===== src/rtl/kgp_risc_pkg.sv =====
// ---------------------------------------------------------------------------
// kgp_risc_pkg
// Shared constants and types for the writeback register file.
//   DATA_W_DEF / ADDR_W_DEF : default data width and address width
//   CNT_W                   : width of the accepted-write counter
//   RA_ADDR                 : link-register address
//   wb_state_e              : state of the writeback holding stage
// ---------------------------------------------------------------------------
package kgp_risc_pkg;

    localparam int DATA_W_DEF = 32;
    localparam int ADDR_W_DEF = 5;
    localparam int CNT_W      = 16;

    localparam logic [4:0] RA_ADDR = 5'd31;

    // The holding stage is either empty or carries one write awaiting commit.
    typedef enum logic {
        WB_IDLE = 1'b0,
        WB_PEND = 1'b1
    } wb_state_e;

endpackage


===== src/rtl/rf_read_port.sv =====
// ---------------------------------------------------------------------------
// rf_read_port
// One combinational read port with bypass from the writeback holding register.
// Ports:
//   i_addr      : read address
//   i_pend      : holding register carries a write awaiting commit
//   i_hold_addr : address held in the holding register
//   i_hold_data : data held in the holding register
//   i_arr_data  : array entry already selected by i_addr
//   o_data      : read result
// Parameter ZERO_LOCK forces reads of address 0 to return zero.
// ---------------------------------------------------------------------------
module rf_read_port #(
    parameter int DATA_W    = 32,
    parameter int ADDR_W    = 5,
    parameter bit ZERO_LOCK = 1'b0
) (
    input  logic [ADDR_W-1:0] i_addr,
    input  logic              i_pend,
    input  logic [ADDR_W-1:0] i_hold_addr,
    input  logic [DATA_W-1:0] i_hold_data,
    input  logic [DATA_W-1:0] i_arr_data,
    output logic [DATA_W-1:0] o_data
);

    always_comb begin
        o_data = i_arr_data;
        if (ZERO_LOCK && (i_addr == '0)) begin
            o_data = '0;
        end else if (i_pend && (i_addr == i_hold_addr)) begin
            // The held write is younger than anything in the array.
            o_data = i_hold_data;
        end
    end

endmodule


===== src/rtl/reg_file_wb.sv =====
// ---------------------------------------------------------------------------
// reg_file_wb
// Register file with a two-stage writeback: a write is captured into a
// holding register on one edge and committed to the array on the next.
// Reads are combinational and bypass the holding register, so a write
// presented in cycle N is visible from cycle N+1.
//
// Ports:
//   clk      : clock, rising edge
//   rst      : asynchronous active-high reset
//   RegWrite : write request for the current cycle
//   wrA/wrD  : write address / data
//   rsA/rtA  : read addresses
//   rsD/rtD  : read data
//   pend     : a captured write awaits commit (holding-stage state)
//   wr_count : count of accepted writes, wraps at 16 bits
//
// Build option: define REGFILE_ZERO_LOCK_EN to make register 0 read as zero
// and to drop (neither capture nor count) writes to it.
// ---------------------------------------------------------------------------
module reg_file_wb
    import kgp_risc_pkg::*;
#(
    parameter int DATA_W = DATA_W_DEF,
    parameter int ADDR_W = ADDR_W_DEF
) (
    input  logic              clk,
    input  logic              rst,
    input  logic              RegWrite,
    input  logic [ADDR_W-1:0] wrA,
    input  logic [DATA_W-1:0] wrD,
    input  logic [ADDR_W-1:0] rsA,
    input  logic [ADDR_W-1:0] rtA,
    output logic [DATA_W-1:0] rsD,
    output logic [DATA_W-1:0] rtD,
    output logic              pend,
    output logic [CNT_W-1:0]  wr_count
);

    localparam int DEPTH = 1 << ADDR_W;

`ifdef REGFILE_ZERO_LOCK_EN
    localparam bit ZERO_LOCK = 1'b1;
`else
    localparam bit ZERO_LOCK = 1'b0;
`endif

    wb_state_e         r_state;
    wb_state_e         w_state_nxt;
    logic              w_commit;
    logic              w_accept;
    logic [ADDR_W-1:0] r_hold_addr;
    logic [DATA_W-1:0] r_hold_data;
    logic [DATA_W-1:0] r_mem [DEPTH];
    logic [CNT_W-1:0]  r_count;
    logic [DATA_W-1:0] w_rs_arr;
    logic [DATA_W-1:0] w_rt_arr;

    // A write to the locked register 0 is simply not accepted.
    assign w_accept = RegWrite && !(ZERO_LOCK && (wrA == '0));

    // ------------------------------------------------------------------
    // Holding-stage FSM
    // ------------------------------------------------------------------
    always_ff @(posedge clk or posedge rst) begin
        if (rst) begin
            r_state <= WB_IDLE;
        end else begin
            r_state <= w_state_nxt;
        end
    end

    // A pending entry always commits on the next edge; a new capture on that
    // same edge refills the stage, so back-to-back writes never stall.
    always_comb begin
        w_state_nxt = r_state;
        w_commit    = 1'b0;
        case (r_state)
            WB_IDLE: begin
                if (w_accept) begin
                    w_state_nxt = WB_PEND;
                end
            end
            WB_PEND: begin
                w_commit = 1'b1;
                if (!w_accept) begin
                    w_state_nxt = WB_IDLE;
                end
            end
            default: begin
                w_state_nxt = WB_IDLE;
            end
        endcase
    end

    // ------------------------------------------------------------------
    // Holding register
    // ------------------------------------------------------------------
    always_ff @(posedge clk or posedge rst) begin
        if (rst) begin
            r_hold_addr <= '0;
            r_hold_data <= '0;
        end else if (w_accept) begin
            r_hold_addr <= wrA;
            r_hold_data <= wrD;
        end
    end

    // ------------------------------------------------------------------
    // Storage array; a write pending at reset is dropped with the stage.
    // ------------------------------------------------------------------
    always_ff @(posedge clk or posedge rst) begin
        if (rst) begin
            for (int i = 0; i < DEPTH; i++) begin
                r_mem[i] <= '0;
            end
        end else if (w_commit) begin
            r_mem[r_hold_addr] <= r_hold_data;
        end
    end

    // ------------------------------------------------------------------
    // Accepted-write counter, wraps naturally
    // ------------------------------------------------------------------
    always_ff @(posedge clk or posedge rst) begin
        if (rst) begin
            r_count <= '0;
        end else if (w_accept) begin
            r_count <= r_count + CNT_W'(1);
        end
    end

    assign pend     = (r_state == WB_PEND);
    assign wr_count = r_count;

    // ------------------------------------------------------------------
    // Read ports
    // ------------------------------------------------------------------
    assign w_rs_arr = r_mem[rsA];
    assign w_rt_arr = r_mem[rtA];

    rf_read_port #(
        .DATA_W    (DATA_W),
        .ADDR_W    (ADDR_W),
        .ZERO_LOCK (ZERO_LOCK)
    ) u_rs_port (
        .i_addr      (rsA),
        .i_pend      (pend),
        .i_hold_addr (r_hold_addr),
        .i_hold_data (r_hold_data),
        .i_arr_data  (w_rs_arr),
        .o_data      (rsD)
    );

    rf_read_port #(
        .DATA_W    (DATA_W),
        .ADDR_W    (ADDR_W),
        .ZERO_LOCK (ZERO_LOCK)
    ) u_rt_port (
        .i_addr      (rtA),
        .i_pend      (pend),
        .i_hold_addr (r_hold_addr),
        .i_hold_data (r_hold_data),
        .i_arr_data  (w_rt_arr),
        .o_data      (rtD)
    );

endmodule


===== config.mk =====
export PLATFORM = sky130hd
export DESIGN_NAME = reg_file_wb
export DESIGN_NICKNAME = d
export VERILOG_FILES = /design/src/rtl/kgp_risc_pkg.sv /design/src/rtl/rf_read_port.sv /design/src/rtl/reg_file_wb.sv
export SDC_FILE = /design/constraint.sdc
export NUM_CORES = 2
export LEC_CHECK = 0
export ABC_CLOCK_PERIOD_IN_PS = 56200
export CAP_MARGIN = 30
export CORE_AREA = 2 2 485 366
export DETAILED_ROUTE_END_ITERATION = 16
export DIE_AREA = 0 0 487 368
export PLACE_DENSITY = 0.54
export SKIP_LAST_GASP = 1
export SYNTH_ARGS = -nofsm -noshare
export SYNTH_HDL_FRONTEND = slang
export SYNTH_SLANG_ARGS = --single-unit

===== constraint.sdc =====
create_clock -name clk -period 56.2 [get_ports clk]
set_input_delay 11.24 -clock clk [delete_from_list [all_inputs] [get_ports clk]]
set_output_delay 11.24 -clock clk [all_outputs]
set_load 0.02 [all_outputs]

Word-level counts from Yosys, hierarchy flattened
Index checks and enable logic that the tools add are counted.

operators by class
  add/subtract/negate cells = 1
  order comparisons = 4
  bitwise gates (word level) = 3
  eq/ne operators = 2
  reduce and logical (&&, ||, !) cells = 3
  mux-type cells = 13

operators by type and width
  kind                                                       count
  bitwise mux 1024 bit                                       1
  binary-select mux 32 bit (select 5 bit)                    2
  2-to-1 mux 32 bit                                          7
  demux 32 bit (select 5 bit)                                1
  greater-or-equal comparator 6 bit (second input constant)  3
  NOT 5 -> 6 bit                                             3
  adder 16 x 1 -> 16 bit (second input constant)             1
  == test 5 bit                                              2
  < comparator 6 x 1 -> 1 bit (second input constant)        1
  logical AND 1 bit                                          3
  2-to-1 mux 1 bit                                           2

storage, ports and cells
  register bits = 1078
  input bits = 50
  output and inout port bits = 81
  logic and storage cells = 62

Longest topological paths before layout
  depth in word-level cells = 6
  depth in mapped cells = 8
  mapped depth without buffers = 5

Hierarchy
A second synthesis with hierarchy kept.

second synthesis, totals
  cells, all modules = 4830
  area, all modules = 59185.5 um^2

by module, submodules not included
  module        cells each  area each (um^2)  times used  sequential area each (um^2)
  reg_file_wb   4744        57984.4           1           26975.9
  rf_read_port  43          600.6             2           0.0

Least setup slack after synthesis
OpenSTA, ideal clock, no wires.

  kind = input to output
  start point = input port rtA[0]
  end point = output port rtD[10]
  required time = 44.960 ns
  cell stages on the path = 7
  arrival = 12.785 ns
  setup slack = 32.175 ns
  path buffers = 4
  cell sequence = buf_4 buf_6 xnor2_1 and3_1 buf_2 buf_2 o41ai_2

on the way
  word-level cells in the longest chain between the ends = 5
  elaborated cells between the ends (all ways) = 7
  classes of those cells = eq/ne: 1; mux: 4; bitwise: 1; reduce/logical: 1

RTL lines
  element                                                line                RTL
  from (decl)                                            reg_file_wb.sv:33   input logic [ADDR_W-1:0] rtA,
  NOT 5 -> 6 bit (not written as such)                   reg_file_wb.sv:140  assign w_rt_arr = r_mem[rtA];
  binary-select mux 32 bit (select 5 bit)                reg_file_wb.sv:140
  2-to-1 mux 32 bit (not written as such) (2 in series)  reg_file_wb.sv:140
  2-to-1 mux 32 bit *                                    rf_read_port.sv:30  end else if (i_pend && (i_addr == i_hold_addr)) begin
  to (decl)                                              reg_file_wb.sv:35   output logic [DATA_W-1:0] rtD,

Mark *: on every way between the ends. The rest lies on a longest branch, timed or not. The select of a mux whose other input is x is not followed.

Worst setup path after layout
  start point = input port rtA[0]
  end point = output port rtD[21]

The elaborated chain is that of the path after synthesis.

==> flow_summary.rst <==
.. list-table::
   :header-rows: 1

   * - Metric
     - Value
   * - Clock sinks
     - 1,078
   * - Most common cell type on the critical path
     - sky130_fd_sc_hd__buf_4
   * - Share of synthesized registers carrying an async set or reset
     - 1.000
   * - Clock root cell
     - sky130_fd_sc_hd__clkbuf_16
   * - Gpl congestion
     - 0.7570
   * - Cell count after placement
     - 6,673
   * - Number of global-route vias before repair
     - 40,010
   * - Number of top-level pins
     - 131
   * - Average detailed-routed wire length per instance
     - 28.86 um
   * - Number of cells on the worst hold path
     - 1
   * - Worst-case register-to-register setup slack
     - 52.97 ns
   * - Sum of net half-perimeters after detailed placement
     - 110.1 mm
   * - Count of standard-cell rows
     - 133
   * - Biggest area contributors in the synthesized netlist
     - sky130_fd_sc_hd__dfrtp_1 (46%), sky130_fd_sc_hd__mux2_2 (18%), sky130_fd_sc_hd__mux2i_1 (17%)
   * - Clock period minus worst slack
     - 28.59 ns
   * - TritonCTS clock tree
     - built
   * - P per Cell Area
     - 40.84 nW/um2
   * - Top_reg_cell synth
     - sky130_fd_sc_hd__dfrtp_1
   * - Footprint of the multi-input gates
     - 29,750 um2
   * - Ys Warns
     - 0
   * - Peak supply drop
     - 0.02224 mV
   * - Final Max Slew Viols
     - 0
   * - Total power
     - 0.002710 W
   * - Post-route cell area
     - 66,350 um2
   * - WP buf/inv
     - 6
   * - Initial standard-cell utilization of the core
     - 0.3380
   * - Count of cell types in the netlist
     - 39
   * - Routed via count
     - 39,860
   * - First-pass GRT wire length
     - 290.1 mm
   * - Maximum number of buffers from clock root to sink
     - 3
   * - Number of buffers inserted for hold repair after clock tree synthesis
     - 0
   * - Number of synthesized flops with an enable pin
     - 0
   * - Worst hold start
     - wr_count[15]
   * - Sequential area share after synthesis
     - 0.4572
   * - Kind of cell with the highest combined delay on the critical path
     - buffers and inverters
   * - Leakage power
     - 30.36 nW
   * - Final-stage net count
     - 4,551
   * - Synthesized Nets
     - 4,632
   * - Number of buffers created by CTS
     - 114
   * - Routed WL
     - 198.6 mm
   * - Non-filler instance count after layout
     - 6,881
   * - Quantity of I/O buffers inserted on ports
     - 130
   * - Worst R2R Path Depth
     - 4
   * - Tcrit/Tclk final
     - 0.5087
   * - Placeable core area
     - 174,600 um2
   * - Source-to-sink clock delay at the later pin of the worst-skew pair
     - 0.76 ns
   * - # fillers
     - 16,670
   * - Synth Area per Inst
     - 12.88 um2
   * - Pin count of the biggest net entering global routing
     - 149
   * - Capture point of the worst reg-to-reg path
     - r_mem[576]
   * - Final antenna-violating net count
     - 0
   * - Count of cell instances traversed by the critical path
     - 11
   * - Worst-margin pin slew
     - 1.079 ns
   * - Fin Setup TNS
     - 0 ns
   * - Cell Area, Placed
     - 62,500 um2
   * - CP Launch Type
     - input pin
   * - Worst EP required
     - 44.96 ns
   * - Area growth syn-to-layout
     - 12.46%
   * - Register bit count reported by yosys
     - 1,078
   * - Clock transition time at the flip-flop clock pins of the worst setup and hold paths
     - 0.05 ns
   * - Largest stage delay, worst path
     - 0.88 ns
   * - Number of max-capacitance violations reported
     - 0
   * - Detailed Route Iter0 Violations
     - 3,269
   * - Number of detailed-routing iterations run before antenna repair
     - 5
   * - Maximum fanout along the worst path
     - 57
   * - Total global routing overflow
     - 0
   * - Hold endpoint
     - wr_count[15]
   * - Die Outline Area
     - 179,200 um2
   * - Peak Freq
     - 0.03498 GHz
   * - Synth Cell Area
     - 59,000 um2
   * - Final core utilization
     - 0.3801
   * - Layout cell share with drive strength beyond 1
     - 0.3013
   * - Worst path arrival time
     - 17.35 ns
   * - # resized after CTS
     - 0
   * - Class of the worst hold path
     - reg2reg
   * - Count of final setup violators
     - 0
   * - Type of the worst setup path
     - in2out
   * - Remaining DRCs
     - 0
   * - CP Cell Sequence
     - buf_8, buf_4, buf_4, buf_4, buf_4, mux2i_1, a22o_1, a221oi_1, o22ai_1, o41ai_2, clkdlybuf4s50_1
   * - Height of the die
     - 368 um
   * - Outcome
     - completed
   * - DR vias/cell
     - 5.793
   * - Area share of the largest cell type after synthesis
     - 0.4572
   * - Count leader, synth
     - sky130_fd_sc_hd__dfrtp_1
   * - Final Hold Viols
     - 0
   * - Cells after Synth
     - 4,581
   * - Worst-case clock skew
     - 0.02900 ns
   * - Setup repair after global routing missed its margin
     - false
   * - Critical path capture point type
     - output port
   * - Width of the die
     - 487 um
   * - Leading post-synthesis cells by instance count
     - sky130_fd_sc_hd__dfrtp_1 (1,078), sky130_fd_sc_hd__mux2i_1 (1,024), sky130_fd_sc_hd__mux2_2 (932)
   * - Number of setup buffers added after CTS
     - 0
   * - Biggest area consumer among synthesized cells
     - sky130_fd_sc_hd__dfrtp_1
   * - Reg2Reg Launch Point
     - r_hold_addr[3]
   * - CP max stage cell
     - sky130_fd_sc_hd__buf_4
   * - Initial antenna violation count
     - 4
   * - Total track usage
     - 0.2176
   * - Htree depth
     - 3
   * - Reg area
     - 26,980 um2
   * - Slew headroom
     - 0.2804
## where the power goes
part | internal (W) | switching, W | total (W) | leakage (nW)
logic | 0.000390 | 0.000314 | 0.000704 | 14.7
clock network | 0.000441 | 0.000329 | 0.000770 | 1.85
registers | 0.00104 | 0.000201 | 0.00124 | 13.8
## state kept, by name, summed over array words and instances (netlist names)
signal       flops
r_hold_addr      5
r_hold_data     32
wr_count        16
r_mem         1024
pend             1
## how the worst max path moves through the flow
stage,start,to,slack [ns]
finish,rtA[0],rtD[21],27.61
floorplan,rst,pend,14.61
global placement,rtA[0],rtD[21],27.62
CTS,rtA[0],rtD[21],27.55
global route,rtA[0],rtD[21],27.35
detailed placement,rtA[0],rtD[21],27.57
## metal layers
layer / part of all wire / GRT usage / routed length [um] / vias up
li1: - / - / - / 17260
met1: 0.47 / 0.3132 / 93540 / 21220
met2: 0.46 / 0.3392 / 90370 / 1092
met3: 0.045 / 0.02979 / 8951 / 297
met4: 0.029 / 0.06337 / 5734 / 0
met5: 0 / 0 / 0 / -
## cells by family after synthesis
kind of cell             count (synthesis)  share of synthesized area
buffers and inverters                  470                    0.04343
multiplexers                          2086                     0.3764
XOR/XNOR                                25                   0.003711
flip-flops                            1078                     0.4572
AO/OA/AOI/OAI                          768                     0.1069
AND/OR/NAND/NOR                        153                    0.01213
adder cells (fa/ha/maj)                  1                  0.0002120
## metrics by stage
stage               setup WS, ns  hold slack (ns)
floorplan                  14.61           0.4793
global placement           27.62           0.4620
detailed placement         27.57           0.4691
CTS                        27.55           0.4769
global route               27.35           0.5033
finish                     27.61           0.4751
## placed cells by master, fill, tap and decap left out, types with 4 or more instances in the layout
cell type	Yosys	final
sky130_fd_sc_hd__a21oi_1	128	128
sky130_fd_sc_hd__a221oi_1	118	118
sky130_fd_sc_hd__a221oi_2	10	10
sky130_fd_sc_hd__a22o_1	128	128
sky130_fd_sc_hd__a22oi_1	256	256
sky130_fd_sc_hd__and3_1	7	5
sky130_fd_sc_hd__buf_12	0	7
sky130_fd_sc_hd__buf_16	0	28
sky130_fd_sc_hd__buf_4	42	107
sky130_fd_sc_hd__bufinv_16	0	6
sky130_fd_sc_hd__clkbuf_1	204	25
sky130_fd_sc_hd__clkbuf_16	0	116
sky130_fd_sc_hd__clkbuf_8	0	29
sky130_fd_sc_hd__clkdlybuf4s50_1	0	127
sky130_fd_sc_hd__clkinv_2	0	19
sky130_fd_sc_hd__dfrtp_1	1078	1078
sky130_fd_sc_hd__mux2_1	130	130
sky130_fd_sc_hd__mux2_2	932	932
sky130_fd_sc_hd__mux2i_1	1024	1024
sky130_fd_sc_hd__nand2_1	86	68
sky130_fd_sc_hd__nand2_2	0	6
sky130_fd_sc_hd__nand2_4	0	12
sky130_fd_sc_hd__nand2b_2	0	4
sky130_fd_sc_hd__nand3_1	10	10
sky130_fd_sc_hd__nand3b_1	4	4
sky130_fd_sc_hd__nor2_4	0	18
sky130_fd_sc_hd__nor2b_4	0	4
sky130_fd_sc_hd__o22ai_1	64	64
sky130_fd_sc_hd__o41ai_2	64	64
sky130_fd_sc_hd__xnor2_1	13	13
sky130_fd_sc_hd__xor2_1	12	12
## final cells by class
type / instances / area share
Sequential cell: 1078 / 0.4065
Clock buffer: 170 / 0.05118
Timing Repair Buffer: 272 / 0.04552
Clock inverter: 30 / 0.004903
Antenna cell: 2 / 0.00007542
Multi-Input combinational cell: 3033 / 0.4483
Inverter: 1 / 0.0001697
Tap cell: 2295 / 0.04327
No activity file was read; power rests on OpenSTA's default activity.
